--- src/rtl/io_uart_tx_dma.sv ---
// DMA sequencer streaming bytes from the 64-byte IO memory to the UART transmitter.
// CPU programs BASE/LEN/CTRL; the CPU always wins the shared memory read port.
module io_uart_tx_dma #(
    parameter int unsigned Width    = 32,
    parameter int unsigned AddrW    = 6,
    parameter int unsigned REG_BASE = 'h40
) (
    input  logic             clk,
    input  logic             rst,
    input  logic             cpu_we,
    input  logic [Width-1:0] cpu_addr,
    input  logic [Width-1:0] cpu_wdata,
    output logic [Width-1:0] cpu_rdata,
    input  logic             cpu_mem_busy,
    output logic             mem_sel,
    output logic [AddrW-1:0] mem_addr,
    input  logic [7:0]       mem_rdata,
    output logic [7:0]       tx_data,
    output logic             tx_valid,
    input  logic             tx_ready,
    output logic             irq
);

    localparam int unsigned LenW = 8;
    localparam logic [Width-1:0] ADDR_BASE = Width'(REG_BASE);
    localparam logic [Width-1:0] ADDR_LEN  = Width'(REG_BASE + 4);
    localparam logic [Width-1:0] ADDR_CTRL = Width'(REG_BASE + 8);

    typedef enum logic [1:0] {IDLE, FETCH, SEND} state_t;

    state_t            state_q, state_d;
    logic [AddrW-1:0]  base_q, base_d;
    logic [LenW-1:0]   len_q, len_d;
    logic [AddrW-1:0]  ptr_q, ptr_d;
    logic [LenW-1:0]   cnt_q, cnt_d;
    logic              ie_q, ie_d;
    logic              done_q, done_d;
    logic              abort_pend_q, abort_pend_d;
    logic [7:0]        tx_data_d;
    logic              tx_valid_d;
    logic              irq_d;

    logic busy, wr_base, wr_len, wr_ctrl, start_req, abort_req;
    logic unused_wdata;

    assign busy      = (state_q != IDLE);
    assign wr_base   = cpu_we && (cpu_addr == ADDR_BASE);
    assign wr_len    = cpu_we && (cpu_addr == ADDR_LEN);
    assign wr_ctrl   = cpu_we && (cpu_addr == ADDR_CTRL);
    assign start_req = wr_ctrl && cpu_wdata[0];
    assign abort_req = wr_ctrl && cpu_wdata[1];
    assign unused_wdata = ^cpu_wdata[Width-1:LenW];

    // Memory port is only claimed in cycles the CPU leaves it free
    assign mem_sel  = (state_q == FETCH) && !cpu_mem_busy;
    assign mem_addr = ptr_q;

    always_comb begin
        cpu_rdata = '0;
        if (cpu_addr == ADDR_BASE) begin
            cpu_rdata = Width'(base_q);
        end else if (cpu_addr == ADDR_LEN) begin
            cpu_rdata = Width'(len_q);
        end else if (cpu_addr == ADDR_CTRL) begin
            cpu_rdata = Width'({busy, done_q, ie_q, 2'b00});
        end
    end

    always_ff @(posedge clk or posedge rst) begin
        if (rst) begin
            state_q      <= IDLE;
            base_q       <= '0;
            len_q        <= '0;
            ptr_q        <= '0;
            cnt_q        <= '0;
            ie_q         <= 1'b0;
            done_q       <= 1'b0;
            abort_pend_q <= 1'b0;
            tx_data      <= '0;
            tx_valid     <= 1'b0;
            irq          <= 1'b0;
        end else begin
            state_q      <= state_d;
            base_q       <= base_d;
            len_q        <= len_d;
            ptr_q        <= ptr_d;
            cnt_q        <= cnt_d;
            ie_q         <= ie_d;
            done_q       <= done_d;
            abort_pend_q <= abort_pend_d;
            tx_data      <= tx_data_d;
            tx_valid     <= tx_valid_d;
            irq          <= irq_d;
        end
    end

    always_comb begin
        state_d      = state_q;
        base_d       = base_q;
        len_d        = len_q;
        ptr_d        = ptr_q;
        cnt_d        = cnt_q;
        ie_d         = ie_q;
        done_d       = done_q;
        abort_pend_d = abort_pend_q;
        tx_data_d    = tx_data;
        tx_valid_d   = tx_valid;

        if (wr_base && !busy) base_d = cpu_wdata[AddrW-1:0];
        if (wr_len && !busy)  len_d  = cpu_wdata[LenW-1:0];
        if (wr_ctrl) begin
            ie_d = cpu_wdata[2];
            if (cpu_wdata[3]) done_d = 1'b0;
        end

        // FSM updates come last so a DONE set outranks a same-cycle clear
        case (state_q)
            IDLE: begin
                if (start_req && !abort_req) begin
                    ptr_d = base_q;
                    cnt_d = len_q;
                    if (len_q == '0) begin
                        done_d = 1'b1;
                    end else begin
                        done_d  = 1'b0;
                        state_d = FETCH;
                    end
                end
            end
            FETCH: begin
                if (abort_req) begin
                    state_d = IDLE;
                end else if (!cpu_mem_busy) begin
                    tx_data_d  = mem_rdata;
                    tx_valid_d = 1'b1;
                    ptr_d      = ptr_q + AddrW'(1);
                    cnt_d      = cnt_q - LenW'(1);
                    state_d    = SEND;
                end
            end
            SEND: begin
                if (abort_req) abort_pend_d = 1'b1;
                if (tx_ready) begin
                    tx_valid_d   = 1'b0;
                    abort_pend_d = 1'b0;
                    if (abort_req || abort_pend_q) begin
                        state_d = IDLE;
                    end else if (cnt_q == '0) begin
                        done_d  = 1'b1;
                        state_d = IDLE;
                    end else begin
                        state_d = FETCH;
                    end
                end
            end
            default: state_d = IDLE;
        endcase

        irq_d = done_d && ie_d;
    end

endmodule

--- config.mk ---
export PLATFORM = sky130hd
export DESIGN_NAME = io_uart_tx_dma
export DESIGN_NICKNAME = d
export VERILOG_FILES = /design/src/rtl/io_uart_tx_dma.sv
export SDC_FILE = /design/constraint.sdc
export NUM_CORES = 1
export LEC_CHECK = 0
export ABC_AREA = 1
export BUFFER_PORTS_ARGS = -buffer_cell sky130_fd_sc_hd__buf_2
export CAP_MARGIN = 20
export CORE_UTILIZATION = 43
export DETAILED_ROUTE_END_ITERATION = 8
export GPL_TIMING_DRIVEN = 0
export HOLD_SLACK_MARGIN = 0.1
export PLACE_DENSITY = 0.8
export SLEW_MARGIN = 20
export SYNTH_ARGS = -nofsm -noshare
export SYNTH_HDL_FRONTEND = slang
export SYNTH_SLANG_ARGS = --single-unit
export TNS_END_PERCENT = 100
--- constraint.sdc ---
create_clock -name clk -period 1.6 [get_ports clk]
set_clock_uncertainty 0.2 [all_clocks]
set_input_delay 0.32 -clock clk [delete_from_list [all_inputs] [get_ports clk]]
set_output_delay 0.32 -clock clk [all_outputs]
set_load 0.005 [all_outputs]
==> run metrics, run 1 <==
clock latency on the worst-skew pair=roughly 300 ps; Synth Instances=384; worst endpoint required time=1080 ps; RSZ-0062 raised after global routing=yes; Final Net Count=between 600 and 700; cts bufs inserted=5; number of vias per cell=around 5.2; peak supply drop=0.7936 mV; Max H-tree Level=2; YS warnings=0; Die ar.=between 0.006 and 0.007 mm²; count of pins over their slew limit=0; Yosys reg bits=43; element type at the critical path end=primary output; first-pass GRT wire length=roughly 14000 µm; HP Class=input port to flip-flop; unique cell type count in the Yosys netlist=33; WP data arrival=around 1600 ps; core box area=~0.006 mm²; Post-Place Worst Slack=-573.8 ps; CP max FO=3; Hold WS=around 77 ps; final WL=between 9000 and 10000 µm; Seq/Total Area, Yosys=39.22%; largest cells by area after synthesis=dfrtp_1, nand2_1, nand3_1; worst r2r src=cnt_q[0]$_DFFE_PP0P_; largest net degree at the start of global routing=32; CTS Root Buffer Type=clkbuf_8; largest area contributor in the netlist=dfrtp_1; vias in the first global route=roughly 3100; Max Cap Viol=0; 1st-iter DRT viols=~220; final worst setup slack=-509.8 ps; Mapped Area=approximately 0.0027 mm²; Post-DP HPWL=between 5000 and 6000 µm; commonest cells after routing, fill and taps aside=nand2_1, buf_2, dfrtp_1; Pwr Density=~1100 mW/mm²; f_max=0.4740 GHz; floorplan die height=between 80 and 90 µm; IO buf count=77; Max clock buf depth=2; final worst-path cycle share=131.9%; commonest non-fill, non-tap cell in the layout=nand2_1; Final Hold Vio Count=0; CTS clk-pin slew, worst paths=~80 ps; Pre-Repair DR Iteration Count=4; crit start category=input port; layout overhead on the synthesized area=56.86%; hold depth=3; Top Ports=about 130; DR DRC count=0; Critical Path Start=cpu_addr[14]; status=finished with violations; area share of the largest cell type after synthesis=between 30% and 40%; grt ovf=0; chip width=approximately 80 µm; hold path startpoint=cpu_wdata[2]; # rows=28; Final setup violation count=between 40 and 50; Crit Path Class=input port to primary output; P_leak=about 2.3 nW; n_diodes=0; R2R depth=9; starting density of the core=approximately 46%; CTS tree=built; Placer Congestion=approximately 0.85; failing checks=setup timing; fin crit period=between 2000 and 2500 ps; initial antenna violation count=0; Routed wire per std cell=15.40 µm; routed vias=around 3200; clock sink count=43; syn_area_per_cell=7.146 µm²; fraction of layout cells with a size suffix above 1=42.94%; Final ANT Viol Nets=0; GR Util All Layers=28.09%
-- timing repair --
action / in CTS / in global routing
hold buffers: 15 / 0
pin swaps: 31 / 14
buffers inserted: 13 / 7
gates resized for setup: 85 / 38
endpoints found under the hold margin: 58 / 0
endpoints found under the setup margin: 51 / 52
gates cloned: 3 / 0
-- path summary, 6_finish.rpt --
check | to | slack, ps
max in group asynchronous | cnt_q[2]$_DFFE_PP0P_ | 410
worst min register to register | tx_data[7]$_DFFE_PP0P_ | 270
min in group asynchronous | tx_data[3]$_DFFE_PP0P_ | 320
worst min-delay path | ie_q$_DFF_PP0_ | 80
worst max register to register | cnt_q[6]$_DFFE_PP0P_ | -140
worst max-delay path | cpu_rdata[4] | -510
-- sequential cells by signal, summed over array words and instances (netlist names) --
name and cells:
state_q 2, done_q 1, ie_q 1, tx_valid 1, cnt_q 8, irq 1, base_q 6, mem_addr 6
len_q 8, abort_pend_q 1, tx_data 8
-- cell families after synthesis --
kind of cell / Yosys count / share of synthesized area (%)
buffers and inverters: 79 / 14.96
AO/OA/AOI/OAI: 44 / 8.893
AND/OR/NAND/NOR: 212 / 34.79
adder cells (fa/ha/maj): 3 / 1.368
other: 1 / 0.1367
flip-flops: 43 / 39.22
XOR/XNOR: 2 / 0.6385
-- worst max-delay path, cell delays in order --
cell      delay [ps]
buf_6            100
nor2_4            90
nand2_2           70
nor2_4           150
buf_4            130
inv_1             90
nor3_4           250
nand3_1          110
o211ai_1         120
buf_2            160
-- where the power goes --
part | internal [mW] | leakage, nW | switching [mW] | total (mW)
clock network | 0.624 | 0.0654 | 0.398 | 1.02
registers | 1.32 | 0.548 | 0.225 | 1.55
logic | 0.941 | 1.66 | 1.21 | 2.15
total | 2.89 | 2.28 | 1.84 | 4.73
-- layout make-up --
| type | count | area [µm²] |
|---|---|---|
| buffer | 32 | 254.0 |
| clock buffer | 6 | 72.57 |
| clock inverter | 2 | 60.06 |
| fill | 423 | 1722 |
| inverter | 47 | 186.4 |
| multi-input combinational | 285 | 1742 |
| sequential | 43 | 1077 |
| tap | 75 | 93.84 |
| timing repair buffer | 116 | 818.3 |
-- Yosys cell counts --
cell and n:
buf_2 3, a21oi_1 9, nand2_2 4, ha_1 3
o22ai_1 1, dfrtp_1 43, nand4_1 5, o21bai_1 1
nand2_4 1, inv_2 1, a31oi_1 1, nand3_4 2
or2_2 3, xor2_1 2, a21boi_0 1, o21bai_4 1
inv_1 45, nand2_1 106, o211ai_1 1, nor2_2 2
nor2_4 3, clkbuf_4 1, clkbuf_1 2, buf_6 2
buf_4 24, nor2_1 34, o21ai_1 7, nor4_1 1
clkinv_2 1, o21ai_0 22, nand3_1 42, nor3_1 9
conb_1 1
-- metrics by stage --
| step | cells | utilization [%] | cell area, µm² | TNS (ps) | total power [mW] |
|---|---|---|---|---|---|
| floorplan | 407 | - | 2892 | -1892 | 2.527 |
| global placement | 559 | 55.94 | 3371 | -37470 | 2.914 |
| detailed placement | 560 | 56.27 | 3391 | -17820 | 2.983 |
| CTS | 599 | 68.19 | 4109 | -6253 | 4.484 |
| global route | 606 | 71.43 | 4304 | -14520 | 5.004 |
| finish | 606 | 71.43 | 4304 | -11760 | 4.725 |
-- per-layer routing --
metal	share of wire [%]	vias to the layer above	global-route usage, %
li1	-	1465	-
met1	38	1502	31.62
met2	53	151	51.57
met3	5.1	43	5.556
met4	4.2	0	10.88
met5	0	-	0
Note: power is estimated with default switching activity, not from simulation.
==> run 2, diff against run 1 <==
--- a/config.mk
+++ b/config.mk
@@ -9,10 +9,12 @@
 export BUFFER_PORTS_ARGS = -buffer_cell sky130_fd_sc_hd__buf_2
 export CAP_MARGIN = 20
 export CORE_UTILIZATION = 43
+export CTS_BUF_LIST = sky130_fd_sc_hd__clkbuf_4 sky130_fd_sc_hd__clkbuf_8 sky130_fd_sc_hd__clkbuf_16
 export DETAILED_ROUTE_END_ITERATION = 8
 export GPL_TIMING_DRIVEN = 0
 export HOLD_SLACK_MARGIN = 0.1
 export PLACE_DENSITY = 0.8
+export RECOVER_POWER = 50
 export SLEW_MARGIN = 20
 export SYNTH_ARGS = -nofsm -noshare
 export SYNTH_HDL_FRONTEND = slang
==> run 2 against run 1 <==
The flow still finishes with violations (setup timing). Final area is 0.12% lower. Critical path depth unchanged. Cell count unchanged. Sequential power about the same. Core utilization is 0.083 points lower. Power increased by 0.61%. Worst setup slack better by 19 ps. Combinational power about the same. Largest cell class unchanged. Highest routed layer unchanged.
==> run metrics, run 2 (synthesis results as in run 1) <==
WP data arrival=between 1500 and 2000 ps; R2R depth=9; clock share of power=22.0%; Top Ports=126; grt ovf=0; peak supply drop=between 0.7 and 0.8 mV; Final setup violation count=46; status=finished with violations; commonest non-fill, non-tap cell in the layout=nand2_1; final WL=around 9400 µm; count of pins over their slew limit=0; Largest regs=cnt_q: 8 flops, len_q: 8 flops, tx_data: 8 flops; Worst Hold Endpoint=ie_q$_DFF_PP0_; GR Util All Layers=about 28%; RSZ-0062 raised after global routing=yes; Comb pwr share=between 40% and 50%; cts bufs inserted=5; worst-margin pin slew=around 520 ps; hold depth=3; clock sink count=43; 1st-iter DRT viols=196; Max clock buf depth=2; Pwr Density=around 1100 mW/mm²; Post-Layout Cell Count=606; # rows=28; routed vias=3190; Pre-Repair DR Iteration Count=5; starting density of the core=between 40% and 50%; P_sw=around 1.9 mW; P_leak=2.277 nW; clock latency on the worst-skew pair=between 300 and 400 ps; Final Hold Vio Count=0; Hold WS=74.37 ps; CTS Root Buffer Type=clkbuf_8; number of vias per cell=5.264; element type at the critical path end=primary output; Reg2Reg Setup Slack=-140 ps; Post-DP HPWL=5334 µm; Int Power=2.903 mW; worst endpoint required time=~1100 ps; fraction of layout cells with a size suffix above 1=42.94%; IO buf count=between 70 and 80; Die ar.=approximately 0.0067 mm²; hold path startpoint=cpu_wdata[2]; vias in the first global route=around 3100; n_diodes=0; CP max FO=3; Routed wire per std cell=15.58 µm; Max Cap Viol=0; first-pass GRT wire length=about 14000 µm; Placer Congestion=approximately 0.85; final worst-path cycle share=130.7%; CTS tree=built; f_max=0.4783 GHz; Max-slew headroom=about two thirds; HP Class=input port to flip-flop; largest net degree at the start of global routing=32; final worst setup slack=-490.8 ps; DR DRC count=0; layout overhead on the synthesized area=56.68%; CTS clk-pin slew, worst paths=80 ps; switching share of power=between 30 and 40%; post-placement cell count=560; Final Net Count=roughly 600; Crit Path Class=input port to primary output; fin crit period=roughly 2100 ps; initial antenna violation count=0; chip width=81.88 µm; floorplan die height=approximately 80 µm; fin util=between 70% and 80%; sequential share of power=approximately 33%; failing checks=setup timing; Critical R2R Capture=irq$_DFF_PP0_; worst r2r src=cnt_q[3]$_DFFE_PP0P_; Final ANT Viol Nets=0; commonest cells after routing, fill and taps aside=nand2_1, buf_2, dfrtp_1; Max H-tree Level=2; core box area=~0.0060 mm²; crit start category=input port
run 2: cell counts in the layout (fill, tap and decap cells not counted):
No cell type changed its count.
run 2: power groups by stage:
stage / Clock [mW] / Sequential, mW / Combinational, mW
2_1_floorplan: 0 / 1.51 / 1.02
4_1_cts: 1.04 / 1.52 / 1.94
3_5_place_dp: 0 / 1.53 / 1.46
5_1_grt: 1.08 / 1.57 / 2.36
3_3_place_gp: 0 / 1.52 / 1.40
6_report: 1.05 / 1.55 / 2.15
run 2: layout make-up:
type	count	area [µm²]
buffer	32	254.0
clock buffer	6	76.32
clock inverter	2	60.06
fill	425	1727
inverter	47	186.4
multi-input combinational	285	1742
sequential	43	1077
tap	75	93.84
timing repair buffer	116	809.5
run 2: repair_timing:
item                                    in CTS  in global routing
hold buffers                                15                  0
setup buffers                               13                  7
cloned                                       3                  0
pin swaps                                   31                 14
endpoints found under the setup margin      51                 52
hold endpoints to repair                    58                  0
gates resized for setup                     85                 38
run 2: worst max-delay path: stages:
cell and delay [ps]:
buf_6 100, nor2_4 90, nand2_2 70, nor2_4 150, buf_4 130, inv_1 90
nor3_4 240, nand3_1 110, o211ai_1 110, buf_2 150
run 2: per-layer routing:
| layer | share of wire, % | global-route usage (%) | vias to the layer above | routed length, µm |
|---|---|---|---|---|
| li1 | - | - | 1464 | - |
| met1 | 37 | 31.82 | 1531 | 3516 |
| met2 | 54 | 51.65 | 156 | 5053 |
| met3 | 5.4 | 5.556 | 39 | 513 |
| met4 | 3.8 | 10.53 | 0 | 355 |
| met5 | 0 | 0 | - | 0 |
run 2: worst max path at each step:
stage | to | start | cells after the start | slack, ps
floorplan | mem_addr[0]$_DFFE_PP0P_ | cpu_addr[17] | 13 | -120
global placement | cpu_rdata[4] | cpu_addr[15] | 9 | -560
detailed placement | cpu_rdata[4] | cpu_addr[15] | 9 | -570
CTS | cpu_rdata[1] | cpu_addr[8] | 11 | -480
global route | cpu_rdata[1] | cpu_addr[19] | 11 | -560
finish | cpu_rdata[4] | cpu_addr[14] | 10 | -490
run 2: per-stage QoR:
stage | area [µm²] | TNS (ps) | power (mW) | setup slack (ps)
after floorplan | 2892 | -1892 | 2.527 | -119.3
after global placement | 3371 | -37470 | 2.914 | -562.5
after detailed placement | 3391 | -17820 | 2.983 | -573.8
after CTS | 4113 | -6245 | 4.501 | -482.2
after global routing | 4299 | -15260 | 5.017 | -563.8
final | 4299 | -11580 | 4.754 | -490.8
